===== config.mk =====
export PLATFORM = sky130hd
export DESIGN_NAME = fifo_rd_stream
export DESIGN_NICKNAME = d
export VERILOG_FILES = /design/src/rtl/fifo_rd_stream.sv
export SDC_FILE = /design/constraint.sdc
export NUM_CORES = 1
export LEC_CHECK = 0
export ABC_AREA = 1
export CAP_MARGIN = 20
export CORE_MARGIN = 8
export CORE_UTILIZATION = 46
export CTS_CLUSTER_SIZE = 28
export DETAILED_ROUTE_END_ITERATION = 10
export PLACE_DENSITY = 0.73
export SLEW_MARGIN = 25
export SYNTH_ARGS = -nofsm -noshare
export SYNTH_HDL_FRONTEND = slang
export SYNTH_SLANG_ARGS = --single-unit

===== constraint.sdc =====
create_clock -name i_clk -period 2.5 [get_ports i_clk]
set_input_delay 0.375 -clock i_clk [delete_from_list [all_inputs] [get_ports i_clk]]
set_output_delay 0.375 -clock i_clk [all_outputs]
set_load 0.01 [all_outputs]

===== src/rtl/fifo_rd_stream.sv =====
// Read-side stream adapter for the dual-clock FIFO: pops with credit, absorbs the one-cycle read latency
// in a 2-entry buffer, and presents a valid/ready stream. Optional pop counter: FIFO_RD_POP_CNT_EN.
module fifo_rd_stream #(
    parameter int DATA_WIDTH = 4
) (
    input  logic                  i_clk,
    input  logic                  i_rst,
    output logic                  o_fifo_rd_en,
    input  logic                  i_fifo_empty,
    input  logic [DATA_WIDTH-1:0] i_fifo_rd_data,
    output logic                  o_valid,
    output logic [DATA_WIDTH-1:0] o_data,
    input  logic                  i_ready
`ifdef FIFO_RD_POP_CNT_EN
    ,
    output logic [15:0]           o_pop_cnt
`endif
);

    typedef enum logic [1:0] {
        OCC_EMPTY = 2'd0,
        OCC_ONE   = 2'd1,
        OCC_TWO   = 2'd2
    } occ_e;

    occ_e                  occ_q, occ_d;
    logic                  inflight_q, inflight_d;
    logic                  head_q, head_d;
    logic                  tail_q, tail_d;
    logic [DATA_WIDTH-1:0] slot0_q, slot0_d;
    logic [DATA_WIDTH-1:0] slot1_q, slot1_d;
    logic                  xfer_s;
    logic [2:0]            fill_s;

    // Stream outputs, transfer handshake and pop crediting
    always_comb begin
        o_valid = (occ_q != OCC_EMPTY);
        if (head_q) begin
            o_data = slot1_q;
        end else begin
            o_data = slot0_q;
        end
        xfer_s = o_valid & i_ready;
        // Words committed to the buffer after this edge; a slot freed now is re-credited at once.
        fill_s = {1'b0, occ_q} + {2'b00, inflight_q} - {2'b00, xfer_s};
        o_fifo_rd_en = !i_rst && !i_fifo_empty && (fill_s < 3'd2);
    end

    // Next-state: capture of the in-flight word, delivery, occupancy
    always_comb begin
        inflight_d = o_fifo_rd_en;
        slot0_d    = slot0_q;
        slot1_d    = slot1_q;
        tail_d     = tail_q;
        head_d     = head_q;
        occ_d      = occ_q;

        if (inflight_q) begin
            if (tail_q) begin
                slot1_d = i_fifo_rd_data;
            end else begin
                slot0_d = i_fifo_rd_data;
            end
            tail_d = ~tail_q;
        end else begin
            tail_d = tail_q;
        end

        if (xfer_s) begin
            head_d = ~head_q;
        end else begin
            head_d = head_q;
        end

        case (fill_s)
            3'd0:    occ_d = OCC_EMPTY;
            3'd1:    occ_d = OCC_ONE;
            3'd2:    occ_d = OCC_TWO;
            default: occ_d = OCC_TWO;
        endcase
    end

    // Buffer state registers
    always_ff @(posedge i_clk) begin
        if (i_rst) begin
            occ_q      <= OCC_EMPTY;
            inflight_q <= 1'b0;
            head_q     <= 1'b0;
            tail_q     <= 1'b0;
            slot0_q    <= {DATA_WIDTH{1'b0}};
            slot1_q    <= {DATA_WIDTH{1'b0}};
        end else begin
            occ_q      <= occ_d;
            inflight_q <= inflight_d;
            head_q     <= head_d;
            tail_q     <= tail_d;
            slot0_q    <= slot0_d;
            slot1_q    <= slot1_d;
        end
    end

`ifdef FIFO_RD_POP_CNT_EN
    logic [15:0] pop_cnt_q, pop_cnt_d;

    // Delivered-word counter, wraps naturally at 16 bits
    always_comb begin
        if (xfer_s) begin
            pop_cnt_d = pop_cnt_q + 16'd1;
        end else begin
            pop_cnt_d = pop_cnt_q;
        end
    end

    // Counter register
    always_ff @(posedge i_clk) begin
        if (i_rst) begin
            pop_cnt_q <= 16'd0;
        end else begin
            pop_cnt_q <= pop_cnt_d;
        end
    end

    assign o_pop_cnt = pop_cnt_q;
`endif

endmodule

==> run_results.csv <==
group,metric,value,unit
setup_path,path_class,"register to output port",
power_and_ir_drop,p_sw_frac,0.372,
yosys,synth.distinct_cells,17,
placement,hpwl,1000,µm
placement,placed_area,778,µm²
clocking,cts_tree,"built",
power_and_ir_drop,comb_power_share,0.520,
routing,routed_wirelength,1470,µm
setup_path,worst_path_max_delay_cell,"fa_2",
routing,drt_iter0_drc,12,
yosys,synthTopCellsByArea,"dfxtp_1, nor2_1, mux2_1",
yosys,async_flop_share,0,
yosys,synthCells,76,
yosys,yosysMostFrequentCell,"nor2_1",
power_and_ir_drop,p_sw,0.000329,W
floorplan,start_util,0.479,
timing,finalMaxSlewViolations,0,
setup_path,worstPathCellList,"nor2_2 -> nor2_2 -> ha_1 -> inv_1 -> ha_2 -> fa_2 -> inv_2 -> nand4_4 -> nor2_1 -> buf_2",
status,status,"finished clean",
job,drv_cap,0,
power_and_ir_drop,power.density,1050,mW/mm²
final_layout,fill_cells,100,
clocking,cts_root_buf,"clkbuf_4",
clocking,cts_inserted_buffers,3,
clocking,insertion_delay,0.28,ns
floorplan,io_pins,14,
clocking,cts_buffer_depth,2,
yosys,synth_top_family_by_area,"simple AND/OR/NAND/NOR gates",
final_layout,nets,112,
floorplan,fp.dieW,52.1,µm
timing,period_share,0.987,
power_and_ir_drop,clkPwrFrac,0.153,
power_and_ir_drop,p_leak,0.379,nW
final_layout,syn2layout_area_growth,40.5,%
routing,routed_via_density,4.86,
yosys,synth-edff-count,0,
yosys,syn-cell-area,599,µm²
global_route,grt_usage,0.113,
yosys,synth-simple-area-share,0.234,
final_layout,stdcell_area,842,µm²
final_layout,antenna_cells,0,
floorplan,coreArea,0.00125,mm²
yosys,synthMuxAreaShare,0.0752,
setup_path,path_common_cell,"nor2_2",
yosys,synthAdderAreaFrac,0.0752,
routing,vias,559,
timing,hold_viol,0,
min_path,hp-class,"register to register",
setup_path,crit_arrival,2.09,ns
global_route,grt_pass1_vias,568,
global_route,grt_pass1_wl,2280,µm
placement,place.gp.congestion,0.700,
timing,slew_headroom,0.810,
power_and_ir_drop,p_total,0.000885,W
final_layout,seq_area,263,µm²
global_route,antenna_found_initial,0,
setup_path,critPathRequiredTime,2.12,ns
clocking,cts_max_level,1,
floorplan,dieHeight,52.1,µm
setup_path,path_max_fanout,2,
power_and_ir_drop,p_seq_frac,0.327,
yosys,synth_xor_area_frac,0,
timing,rsz0062_at_grt,"true",
timing,fmax,405,MHz
yosys,yosysWarningCount,0,
yosys,synth-compound-area-share,0.0856,
setup_path,path_buf_inv,3,
routing,firstDrtPassIters,4,
timing,setup_violations,0,
setup_path,path_delay_family,"adder cells",
routing,wl_per_cell,12.7,µm
placement,portBuffers,13,
routing,ant_nets,0,
yosys,netlist_top_cells_count,"nor2_1, dfxtp_1, inv_1, o21ai_1",
setup_path,cp-end-kind,"output port",
final_layout,multi_input_area,300,µm²
global_route,overflow,0,
yosys,syn-num-nets,87,
yosys,ys_seq_area_frac,0.434,
yosys,synth_top_cell_area_share,0.434,
global_route,grt_max_degree,12,
yosys,synth_seq_cells,13,
timing,worst_pin_slew,0.285,ns
yosys,synth_flop_cell,"dfxtp_1",
setup_path,critPathMaxStageDelay,0.44,ns
final_layout,drive_gt1_frac,0.290,
power_and_ir_drop,p_int,0.000556,W
floorplan,die-area,0.00271,mm²
timing,fin_crit,2.47,ns
setup_path,setup.worst_path.start_class,"register",
timing,finClkSkew,0.000656,ns
power_and_ir_drop,irDropWorstVdd,0.501,mV
yosys,synth_top_area_cell,"dfxtp_1",
floorplan,num_rows,13,
clocking,clk_pin_slew,0.08,ns
routing,drc,0,
clocking,cts_sinks,13,
yosys,syn-mean-instance-area,7.89,µm²
[worst register-to-register path: stages, from the launching register on]
cell and delay, ns:
dfxtp_2 0.33, nor2_2 0.11, nor2_2 0.05, ha_1 0.26
inv_1 0.04, ha_2 0.17, fa_2 0.53, inv_2 0.05
buf_4 0.13, buf_4 0.12, a31oi_1 0.19
[final timing paths]
path	slack (ns)	cells after the start	end	from
max	0.03	10	o_fifo_rd_en	occ_q[1]
min	0.48	2	slot0_q[2]	slot0_q[2]
max reg2reg	0.44	10	occ_q[1]	occ_q[1]
min reg2reg	0.48	2	slot0_q[2]	slot0_q[2]
[stage by stage]
stage,TNS [ns],cells,hold slack (ns),utilization,setup WS [ns]
after floorplan,0,76,0.444,-,0.394
after global placement,-0.548,108,0.456,0.621,-0.548
after detailed placement,-0.599,108,0.466,0.621,-0.599
after CTS,-0.0219,114,0.485,0.658,-0.0219
after global routing,-0.0764,115,0.512,0.672,-0.0764
final,0,115,0.481,0.672,0.0319
[power groups by stage]
stage / Clock (W) / Combinational (W) / Sequential [W]
floorplan: 0 / 0.000209 / 0.000287
global placement: 0 / 0.000357 / 0.000286
detailed placement: 0 / 0.000367 / 0.000289
CTS: 0.000138 / 0.000409 / 0.000287
global route: 0.000150 / 0.000502 / 0.000295
finish: 0.000135 / 0.000460 / 0.000289
[metal layers]
metal | track usage | part of all wire | vias up
met5 | 0 | 0 | -
met4 | 0.0664 | 0.026 | 0
met3 | 0.0399 | 0.045 | 5
met2 | 0.206 | 0.53 | 9
met1 | 0.105 | 0.40 | 261
li1 | - | - | 284
[logic make-up after synthesis]
kind of cell / Yosys count
simple gates: 32
mux: 4
buf+inv: 14
flops: 13
compound gates: 10
fa+ha+maj: 3
[final cells by class]
| type | count | share of cell area |
|---|---|---|
| tap | 15 | 0.0223 |
| sequential | 13 | 0.312 |
| multi-input combinational | 49 | 0.357 |
| clock buffer | 4 | 0.0312 |
| timing repair buffer | 21 | 0.218 |
| inverter | 13 | 0.0594 |
[cell usage in the layout (no fill, tap or decap)]
cell type	count
clkdlybuf4s50_1	11
ha_2	1
inv_1	7
dfxtp_2	2
clkinv_2	1
dlygate4sd2_1	1
ha_1	1
a31oi_1	1
fa_2	1
nor2_1	21
a21oi_1	1
o21ai_1	8
dfxtp_1	11
inv_2	5
nand3_1	1
nand4_4	1
clkbuf_4	3
nor2_2	2
clkbuf_1	1
buf_4	8
nand2_1	3
buf_2	1
mux2_1	4
nand2_2	4
[registers in the layout, summed over array words and instances (netlist names)]
register / flops
inflight_q: 1
slot0_q: 4
tail_q: 1
head_q: 1
slot1_q: 4
occ_q: 2
[repair_timing]
item	4_1_cts	5_1_grt
setup endpoints to repair	1	1
setup buffers	2	1
hold buffers	0	0
gates resized for setup	11	2
pin swaps	6	5
Power figures use the tool's default switching activity.
